===== config.mk =====
export PLATFORM = sky130hd
export DESIGN_NAME = mig_ui_arbiter
export DESIGN_NICKNAME = d
export VERILOG_FILES = /design/src/rtl/mig_ui_pkg.sv /design/src/rtl/mig_rd_tag_fifo.sv /design/src/rtl/mig_ui_arbiter.sv
export SDC_FILE = /design/constraint.sdc
export NUM_CORES = 1
export LEC_CHECK = 0
export BUFFER_PORTS_ARGS = -buffer_cell sky130_fd_sc_hd__buf_2
export CORE_AREA = 2 2 339 341
export DETAILED_ROUTE_END_ITERATION = 6
export DIE_AREA = 0 0 341 343
export HOLD_SLACK_MARGIN = 0.05
export PLACE_DENSITY = 0.45
export SLEW_MARGIN = 25
export SYNTH_ARGS = -nofsm -noshare
export SYNTH_HDL_FRONTEND = slang
export SYNTH_SLANG_ARGS = --single-unit

===== constraint.sdc =====
create_clock -name clk -period 2.7 [get_ports clk]
set_clock_uncertainty 0.1 [all_clocks]
set_input_delay 0.27 -clock clk [delete_from_list [all_inputs] [get_ports clk]]
set_output_delay 0.27 -clock clk [all_outputs]
set_load 0.005 [all_outputs]

===== src/rtl/mig_ui_pkg.sv =====
`default_nettype none
// ============================================================================
// Module   : mig_ui_pkg
// Purpose  : Shared definitions for the MIG user-interface arbiter slice.
//            Contains the app_cmd opcodes, the sequencer state encoding and
//            the default UI address/data widths.
// Revision : 1.0 - initial release
// ============================================================================
package mig_ui_pkg;

    localparam int DEF_ADDR_W = 27;
    localparam int DEF_DATA_W = 128;

    localparam logic [2:0] APP_CMD_WRITE = 3'b000;
    localparam logic [2:0] APP_CMD_READ  = 3'b001;

    typedef enum logic [1:0] {
        ST_IDLE  = 2'd0,
        ST_CMD   = 2'd1,
        ST_WDATA = 2'd2
    } state_t;

endpackage
`default_nettype wire


===== src/rtl/mig_rd_tag_fifo.sv =====
`default_nettype none
// ============================================================================
// Module   : mig_rd_tag_fifo
// Purpose  : Synchronous 1-bit-wide FIFO holding the requester ID of every
//            outstanding MIG read, in issue order.
// Ports    : clk, rst          - clock, synchronous active-high reset
//            push, din         - enqueue din (ignored when full and not popping)
//            pop, dout         - dequeue; dout is the head entry
//            count, empty, full- occupancy status
// Revision : 1.0 - initial release
// ============================================================================
module mig_rd_tag_fifo
    import mig_ui_pkg::*;
#(
    parameter int RD_DEPTH = 8
) (
    input  logic                        clk,
    input  logic                        rst,
    input  logic                        push,
    input  logic                        din,
    input  logic                        pop,
    output logic                        dout,
    output logic [$clog2(RD_DEPTH):0]   count,
    output logic                        empty,
    output logic                        full
);

    localparam int PTR_W = $clog2(RD_DEPTH);
    localparam logic [PTR_W:0] C_DEPTH = (PTR_W + 1)'(RD_DEPTH);

    logic               r_mem [RD_DEPTH];
    logic [PTR_W-1:0]   r_wr_ptr;
    logic [PTR_W-1:0]   r_rd_ptr;
    logic [PTR_W:0]     r_count;
    logic               w_push;
    logic               w_pop;

    // A push into a full FIFO is only legal when the head leaves the same cycle.
    assign w_push = push & (~full | pop);
    assign w_pop  = pop & ~empty;

    // RD_DEPTH is a power of two, so the pointers wrap at RD_DEPTH naturally.
    always_ff @(posedge clk) begin
        if (rst) begin
            r_wr_ptr <= '0;
            r_rd_ptr <= '0;
            r_count  <= '0;
        end else begin
            if (w_push) r_wr_ptr <= r_wr_ptr + 1'b1;
            if (w_pop)  r_rd_ptr <= r_rd_ptr + 1'b1;
            case ({w_push, w_pop})
                2'b10:   r_count <= r_count + 1'b1;
                2'b01:   r_count <= r_count - 1'b1;
                default: r_count <= r_count;
            endcase
        end
    end

    always_ff @(posedge clk) begin
        if (w_push) r_mem[r_wr_ptr] <= din;
    end

    assign dout  = r_mem[r_rd_ptr];
    assign count = r_count;
    assign empty = (r_count == '0);
    assign full  = (r_count == C_DEPTH);

endmodule
`default_nettype wire


===== src/rtl/mig_ui_arbiter.sv =====
`default_nettype none
// ============================================================================
// Module   : mig_ui_arbiter
// Purpose  : Round-robin arbiter of two single-beat requesters onto one MIG
//            user interface. Each transaction runs a command phase and, for
//            writes, a write-data phase. Read requester IDs are queued in a
//            tag FIFO so in-order MIG read data returns to the issuing port.
// Ports    : clk, rst, init_calib_complete
//            req0_* / req1_*   - requester handshake (valid/ready/wr/addr/wdata)
//            rsp0_* / rsp1_*   - registered read-data return per port
//            app_*             - MIG UI command, write-data and read-data
//            rd_err            - sticky: read data arrived with no tag queued
// Revision : 1.0 - initial release
// ============================================================================
module mig_ui_arbiter
    import mig_ui_pkg::*;
#(
    parameter int ADDR_W   = DEF_ADDR_W,
    parameter int DATA_W   = DEF_DATA_W,
    parameter int RD_DEPTH = 8
) (
    input  logic                clk,
    input  logic                rst,
    input  logic                init_calib_complete,

    input  logic                req0_valid,
    output logic                req0_ready,
    input  logic                req0_wr,
    input  logic [ADDR_W-1:0]   req0_addr,
    input  logic [DATA_W-1:0]   req0_wdata,
    output logic                rsp0_valid,
    output logic [DATA_W-1:0]   rsp0_rdata,

    input  logic                req1_valid,
    output logic                req1_ready,
    input  logic                req1_wr,
    input  logic [ADDR_W-1:0]   req1_addr,
    input  logic [DATA_W-1:0]   req1_wdata,
    output logic                rsp1_valid,
    output logic [DATA_W-1:0]   rsp1_rdata,

    output logic                app_en,
    output logic [2:0]          app_cmd,
    output logic [ADDR_W-1:0]   app_addr,
    input  logic                app_rdy,
    output logic [DATA_W-1:0]   app_wdf_data,
    output logic                app_wdf_wren,
    output logic                app_wdf_end,
    input  logic                app_wdf_rdy,
    input  logic [DATA_W-1:0]   app_rd_data,
    input  logic                app_rd_data_valid,

    output logic                rd_err
);

    localparam int CNT_W = $clog2(RD_DEPTH) + 1;
    localparam logic [CNT_W-1:0] C_DEPTH = CNT_W'(RD_DEPTH);

    state_t             r_state;
    logic               r_last_grant;
    logic               r_hold_wr;
    logic               r_hold_port;
    logic               r_app_en;
    logic [2:0]         r_app_cmd;
    logic [ADDR_W-1:0]  r_app_addr;
    logic [DATA_W-1:0]  r_wdf_data;
    logic               r_wdf_wren;
    logic               r_rsp0_valid;
    logic               r_rsp1_valid;
    logic [DATA_W-1:0]  r_rsp0_rdata;
    logic [DATA_W-1:0]  r_rsp1_rdata;
    logic               r_rd_err;

    logic [CNT_W-1:0]   w_tag_count;
    logic               w_tag_empty;
    logic               w_tag_full;
    logic               w_tag_dout;
    logic               w_tag_push;
    logic               w_tag_pop;
    logic               w_elig0;
    logic               w_elig1;
    logic               w_can_grant;
    logic               w_grant0;
    logic               w_grant1;

    // A read is only eligible while a tag slot is free; writes never need one.
    assign w_elig0 = req0_valid & (req0_wr | (w_tag_count < C_DEPTH));
    assign w_elig1 = req1_valid & (req1_wr | (w_tag_count < C_DEPTH));

    assign w_can_grant = (r_state == ST_IDLE) & init_calib_complete & ~rst;

    // On a tie the port that did not win last time is served.
    assign w_grant0 = w_can_grant & w_elig0 & (~w_elig1 | r_last_grant);
    assign w_grant1 = w_can_grant & w_elig1 & (~w_elig0 | ~r_last_grant);

    assign req0_ready = w_grant0;
    assign req1_ready = w_grant1;

    // The tag is queued when the MIG accepts the read command, not at grant.
    assign w_tag_push = (r_state == ST_CMD) & app_rdy & ~r_hold_wr & ~w_tag_full;
    assign w_tag_pop  = app_rd_data_valid & ~w_tag_empty;

    mig_rd_tag_fifo #(
        .RD_DEPTH (RD_DEPTH)
    ) u_tag_fifo (
        .clk   (clk),
        .rst   (rst),
        .push  (w_tag_push),
        .din   (r_hold_port),
        .pop   (w_tag_pop),
        .dout  (w_tag_dout),
        .count (w_tag_count),
        .empty (w_tag_empty),
        .full  (w_tag_full)
    );

    // Transaction sequencer; all MIG-side outputs are registered here.
    always_ff @(posedge clk) begin
        if (rst) begin
            r_state      <= ST_IDLE;
            r_last_grant <= 1'b1;
            r_hold_wr    <= 1'b0;
            r_hold_port  <= 1'b0;
            r_app_en     <= 1'b0;
            r_app_cmd    <= 3'b000;
            r_app_addr   <= '0;
            r_wdf_data   <= '0;
            r_wdf_wren   <= 1'b0;
        end else begin
            case (r_state)
                ST_IDLE: begin
                    if (w_grant0 | w_grant1) begin
                        r_state      <= ST_CMD;
                        r_last_grant <= w_grant1;
                        r_hold_port  <= w_grant1;
                        r_hold_wr    <= w_grant1 ? req1_wr : req0_wr;
                        r_app_en     <= 1'b1;
                        r_app_cmd    <= (w_grant1 ? req1_wr : req0_wr) ? APP_CMD_WRITE : APP_CMD_READ;
                        r_app_addr   <= w_grant1 ? req1_addr : req0_addr;
                        r_wdf_data   <= w_grant1 ? req1_wdata : req0_wdata;
                    end
                end
                ST_CMD: begin
                    if (app_rdy) begin
                        r_app_en <= 1'b0;
                        if (r_hold_wr) begin
                            r_state    <= ST_WDATA;
                            r_wdf_wren <= 1'b1;
                        end else begin
                            r_state    <= ST_IDLE;
                        end
                    end
                end
                ST_WDATA: begin
                    if (app_wdf_rdy) begin
                        r_state    <= ST_IDLE;
                        r_wdf_wren <= 1'b0;
                    end
                end
                default: begin
                    r_state <= ST_IDLE;
                end
            endcase
        end
    end

    // Read return: route by the popped tag; unexpected data only flags rd_err.
    always_ff @(posedge clk) begin
        if (rst) begin
            r_rsp0_valid <= 1'b0;
            r_rsp1_valid <= 1'b0;
            r_rsp0_rdata <= '0;
            r_rsp1_rdata <= '0;
            r_rd_err     <= 1'b0;
        end else begin
            r_rsp0_valid <= w_tag_pop & ~w_tag_dout;
            r_rsp1_valid <= w_tag_pop &  w_tag_dout;
            if (w_tag_pop & ~w_tag_dout) r_rsp0_rdata <= app_rd_data;
            if (w_tag_pop &  w_tag_dout) r_rsp1_rdata <= app_rd_data;
            if (app_rd_data_valid & w_tag_empty) r_rd_err <= 1'b1;
        end
    end

    assign app_en       = r_app_en;
    assign app_cmd      = r_app_cmd;
    assign app_addr     = r_app_addr;
    assign app_wdf_data = r_wdf_data;
    assign app_wdf_wren = r_wdf_wren;
    assign app_wdf_end  = r_wdf_wren;
    assign rsp0_valid   = r_rsp0_valid;
    assign rsp1_valid   = r_rsp1_valid;
    assign rsp0_rdata   = r_rsp0_rdata;
    assign rsp1_rdata   = r_rsp1_rdata;
    assign rd_err       = r_rd_err;

endmodule
`default_nettype wire


# --- Yosys cells after proc, flatten, opt, wreduce, memory -nomap -nowiden ---
# Memory sizes are Yosys's and may differ from the RTL's. A register that Yosys moved wholly into a read port is not among the register bits.
# Cells that the tools add are included.
word_totals:
  mem_count: 1
  ramBits: 8
  romBits: 0
  register_bits: 434
  elab_cells: 93
  inputBits: 448
  latch_bits: 0
memory_table:
  columns: ["memory", "words", "word_bits", "read_ports", "rd_ports_with_merged_regs", "wr", "line_no", "text"]
  rows:
  - ["u_tag_fifo.r_mem", 8, 1, 1, 1, 1, "mig_rd_tag_fifo.sv:31", "logic r_mem [RD_DEPTH];"]
classes:
  addsub: 4
  reduce_logical: 9
  div_mod_pow: 0
  mul: 0
  n_bitwise: 31
  muxes: 21
  shift: 0
  eq_ne: 9
  order_cmp: 1
op_table:
  columns: ["cell", "n"]
  rows:
  - ["$mux W128", 1]
  - ["$mux W27", 1]
  - ["$and A1 B1 Y1", 17]
  - ["$mux W1", 9]
  - ["$mux W2", 4]
  - ["$not A1 Y1", 8]
  - ["$pmux W4 S2", 1]
  - ["$add A3 B1 Y3 const B", 2]
  - ["$mux W3", 2]
  - ["$ne A2 B2 Y1 const B", 3]
  - ["$or A1 B1 Y1", 6]
  - ["$pmux W2 S3", 1]
  - ["$reduce_and A3 Y1", 2]
  - ["$reduce_bool A2 Y1", 3]
  - ["$add A4 B1 Y4 const B", 1]
  - ["$eq A2 B1 Y1 const B", 2]
  - ["$eq A2 B2 Y1 const B", 2]
  - ["$eq A4 B4 Y1 const B", 1]
  - ["$logic_not A4 Y1", 1]
  - ["$lt A4 B4 Y1 const B", 1]
  - ["$pmux W1 S2", 2]
  - ["$reduce_and A4 Y1", 1]
  - ["$sub A4 B1 Y4 const B", 1]
  - ["$logic_not A2 Y1", 1]
  - ["2 further kinds", 2]

# --- Depth between registers and ports, before layout ---
logic_depth:
  word_depth: 9
  depth_mapped: 11
  depth_no_buf: 9

# --- Hierarchy ---
# A second synthesis with hierarchy kept.
hier_totals:
  cells_unflattened: 2169
  area_unflattened_um2: 18452.7
by_module_without_submodules:
  columns: ["module", "cells_per_inst", "n_inst", "seq_area_each_um2", "area_per_inst_um2"]
  rows:
  - ["mig_ui_arbiter", 2085, 1, 8448.1, 17473.0]
  - ["mig_rd_tag_fifo", 84, 1, 500.5, 979.7]

# --- Worst setup path after synthesis ---
# No wires, ideal clock.
synth_timing:
  path_type: "register to register"
  startpoint: "register u_tag_fifo.r_count[1] (netlist: u_tag_fifo.count[1])"
  endpoint: "register u_tag_fifo.r_count[2] (netlist: u_tag_fifo.count[2])"
  t_arrival_ns: 2.346
  path_stages_with_launch: 12
  setup_time_ns: 0.070
  path_slack_ns: 0.184
  required_time_ns: 2.530
  period_less_slack_ns: 2.516
  cell_sequence: "dfxtp_1 clkbuf_1 nor3_1 a211o_1 clkbuf_1 ha_1 xor2_1 ha_1 a21oi_1 xor2_1 or3_1 a21oi_1"
synth_between:
  elab_chain_cells: 7
synth_rtl:
  columns: ["element", "line_no", "text"]
  rows:
  - ["start: declaration", "mig_rd_tag_fifo.sv:34", "logic [PTR_W:0] r_count;"]
  - ["start signal: assignment", "mig_rd_tag_fifo.sv:52", "2'b10: r_count <= r_count + 1'b1;"]
  - ["start signal: assignment", "mig_rd_tag_fifo.sv:53", "2'b01: r_count <= r_count - 1'b1;"]
  - ["start signal: assignment", "mig_rd_tag_fifo.sv:54", "default: r_count <= r_count;"]
  - ["$logic_not A4 Y1", "mig_rd_tag_fifo.sv:65", "assign empty = (r_count == '0);"]
  - ["$not A1 Y1", "mig_rd_tag_fifo.sv:40, mig_ui_arbiter.sv:101", null]
  - ["$and A1 B1 Y1", "mig_ui_arbiter.sv:101", "assign w_tag_pop = app_rd_data_valid & ~w_tag_empty;"]
  - ["$or A1 B1 Y1", "mig_rd_tag_fifo.sv:39", "assign w_push = push & (~full | pop);"]
  - ["$and A1 B1 Y1", "mig_rd_tag_fifo.sv:39", null]
  - ["$eq A2 B1 Y1 or $eq A2 B2 Y1 (tied branches)", "mig_rd_tag_fifo.sv:51", "case ({w_push, w_pop})"]
  - ["$pmux W4 S2 or $reduce_bool A2 Y1 (tied branches)", null, null]
# Parallel ways exist; a longest one is shown, timed or not.
# A chain may end at the register's enable or synchronous reset.

# --- Worst setup path in the final report ---
layout_timing:
  startpoint: "register r_state[0]"
  endpoint: "output req0_ready"
layout_between:
  elab_chain_cells: 5
layout_rtl:
  columns: ["element", "line_no", "text"]
  rows:
  - ["start: declaration", "mig_ui_arbiter.sv:59", "state_t r_state;"]
  - ["start signal: assignment", "mig_ui_arbiter.sv:120", "r_state <= ST_IDLE;"]
  - ["start signal: assignment", "mig_ui_arbiter.sv:133", "r_state <= ST_CMD;"]
  - ["start signal: assignment", "mig_ui_arbiter.sv:147", "r_state <= ST_WDATA;"]
  - ["$logic_not A2 Y1", "mig_ui_arbiter.sv:90", "assign w_can_grant = (r_state == ST_IDLE) & init_calib_complete & ~rst;"]
  - ["$and A1 B1 Y1 (2 in series)", "mig_ui_arbiter.sv:90", null]
  - ["$and A1 B1 Y1 (2 in series)", "mig_ui_arbiter.sv:93", "assign w_grant0 = w_can_grant & w_elig0 & (~w_elig1 | r_last_grant);"]
  - ["end: declaration", "mig_ui_arbiter.sv:27", "output logic req0_ready,"]
# Every way passes these cells.

==> results by group <==
Global route
  • Total grt overflow: 0
  • Global Route Usage Sum: between 10% and 20%
  • First-pass GRT wire length: 136000 microns
  • Antenna violations before repair: 22
  • Pin count of the biggest net entering global routing: 154
  • Vias in the first global route: 20500

Synth
  • Syn Area/Cell: roughly 9 sq um
  • EDFF count, synth: 8
  • Count leader, synth: dfxtp_1
  • Synth top area cells: dfxtp_1 48%, mux2i_1 14%, nand2_1 8.1%
  • Ys async rst share: 0%
  • Post-synth cell types: 43
  • Share of the synthesized area in the top cell type: between 40% and 50%
  • Syn Inst Count: between 2000 and 2500
  • Post-synthesis cell area: 18300 sq um
  • Primary FF master, synth: dfxtp_1
  • Ys Warns: 0
  • Cell taking the most area after synthesis: dfxtp_1
  • List of most frequent post-synthesis cells: 435 x dfxtp_1, 393 x nand2_1, 262 x mux2i_1, 164 x a21oi_1, 162 x nand3_1
  • Synthesized flop and latch total: 443
  • Seq/Total Area, Yosys: ~49%

Floorplan
  • Die width: 341 microns
  • Core ar.: 113000 sq um
  • Chip height: 343 microns
  • Initial Utilization: between 15 and 20%
  • Cell Rows: 124
  • Die area: 117000 sq um
  • Top-level port count: 870

Timing
  • Endpoints failing setup: 0
  • Worst-margin pin slew: around 1.1 ns
  • Count of final hold-check violations: 0
  • Setup TNS Final: 0 ns
  • RSZ-0062 raised after global routing: no
  • Crit path time final: 2.48 ns
  • Period utilization: between 90% and 100%
  • Slew margin rel.: 24.5%
  • Max-slew violation count: 0
  • Max Clk Rate: between 400 and 500 MHz

Power and ir drop
  • Pwr dens: between 500 and 600 nW/um^2
  • Worst vdd ir: 0.381 mV
  • Lkg Pwr: approximately 14 nW

Worst setup path
  • Worst-path fanout max: 6
  • Worst Setup Start Kind: register
  • CP Capture Type: primary output
  • Required time of the critical path: 2.33 ns
  • CP arrival: 2.11 ns
  • Crit path kind: register to primary output

Clocking
  • Worst-path clk slew: 0.06 ns
  • CTS max path bufs: 3
  • CTS tree: yes
  • CTS root buf: clkbuf_16
  • Total CTS buffers: 53
  • Worst-Skew Late Latency: about 0.62 ns
  • H-tree depth: 2
  • Clock sink count: 443

Placed design
  • GPL Wtd Cong: 0.818
  • DP HPWL: 69500 microns
  • Port Buffer Count: 867

Route
  • Vias per cell: roughly 4.2
  • DR WL/cell: 19.8 microns
  • Final ANT Viol Nets: 0
  • Via count: 20600
  • DRC: 0
  • DRT Pass-1 Iters: 5
  • 1st-iter DRT viols: approximately 1100
  • WL final: ~96000 microns

Layout
  • Layout cell share with drive strength beyond 1: between 30% and 40%
  • Area grow syn2layout: 70.0%
  • Nets: around 3700
  • Utilization after layout: 27.4%

Status
  • Status: completed

Hold path
  • Hold crit path type: input port to register

Flow run
  • Max_cap viols: 0
==> metrics by stage <==
step                setup slack [ns]  total power [mW]  area [sq um]  hold WS, ns  instances
floorplan                      0.184              8.28         18300        0.328       2034
global placement               0.149              9.57         24700        0.339       4282
detailed placement             0.279              9.56         24700        0.345       4282
CTS                           0.0638              17.9         31000        0.219       4830
global route                  0.0183              18.4         31100        0.268       4838
finish                         0.220              17.6         31100        0.279       4844
==> worst max-delay path, stage by stage (launching register included) <==
cell     delay (ns)
dfxtp_1        0.36
nor4b_4        0.25
buf_4          0.18
buf_4          0.17
nand3_1        0.08
a31oi_1        0.23
buf_2          0.22
==> kinds of logic (layout without fill, tap and decap cells) <==
logic type               count (synthesis)  in the layout  synth area share (%)
AO/OA/AOI/OAI                          492            492                  16.9
adder cells (fa/ha/maj)                  5              5                 0.342
flip-flops                             443            443                  48.9
buffers and inverters                  224           1506                  5.23
other                                    1             16                0.0205
AND/OR/NAND/NOR                        599            601                  13.9
multiplexers                           262            262                  14.3
XOR/XNOR                                 7              7                 0.335
==> cell type report <==
type / instances / area (sq um)
timing repair buffer: 1404 / 9880
clock inverter: 18 / 248
clock buffer: 78 / 1580
inverter: 6 / 30.0
multi-input combinational: 1369 / 8460
sequential: 443 / 8950
fill: 12300 / 82300
antenna: 14 / 35.0
tap: 1512 / 1890
==> state kept, by name (all words and copies together) (netlist names), 2 cells and up, named ones only <==
register and flops:
app_wdf_data 128, u_tag_fifo.r_wr_ptr 3, u_tag_fifo.count 4, r_state 2, app_addr 27, rsp1_rdata 128
rsp0_rdata 128, u_tag_fifo.r_rd_ptr 3, u_tag_fifo.r_mem 8
==> repair_timing <==
action,CTS,global route
setup buffers,3,0
setup endpoints to repair,2,1
cloned,2,0
hold buffers,447,0
gates resized for setup,0,1
hold endpoints to repair,432,0
pin swaps,2,0
==> power by group <==
group	leakage (nW)	internal (mW)	total [mW]	switching, mW
combinational	9.28	1.42	2.91	1.49
sequential	3.61	6.88	7.08	0.197
clock	0.897	4.53	7.60	3.07
total	13.8	12.8	17.6	4.76
==> worst paths after layout <==
check | from | endpoint | slack (ns) | cells after the start
worst min-delay path | req0_valid | r_last_grant$_SDFFE_PP1P_ | 0.28 | 4
worst min register to register | rsp0_rdata[109]$_SDFFE_PP0P_ | rsp0_rdata[109]$_SDFFE_PP0P_ | 0.35 | 2
worst max register to register | u_tag_fifo.count[3]$_SDFFE_PP0P_ | app_wdf_data[71]$_SDFFE_PP0P_ | 0.23 | 7
worst max-delay path | r_state[0]$_SDFFE_PP0P_ | req0_ready | 0.22 | 6
==> routing by layer <==
layer	up-vias	track usage [%]	share of wire (%)
li1	9774	-	-
met4	16	5.30	3.4
met3	181	4.69	8.5
met5	-	0	0.12
met2	936	25.7	47
met1	9670	18.6	41
==> cells in the final DEF (no fill, tap or decap), drive strengths merged, types with 2 or more instances in the layout <==
master and count:
xor2 5, edfxtp 8, and3 4, a311oi 156
o21ai 159, dlygate4sd3 447, diode 14, a21oi 164
a31oi 3, dfxtp 435, nor3 5, nor2b 2
conb 2, buf 957, clkinvlp 2, bufinv 5
nor4b 2, a211o 2, nand2b 5, nand3 162
xnor2 2, a31o 2, nand2 393, clkinv 9
nor2 17, ha 5, and2 2, clkbuf 78
inv 8, nand3b 3, mux2i 262
Power figures use the tool's default switching activity.
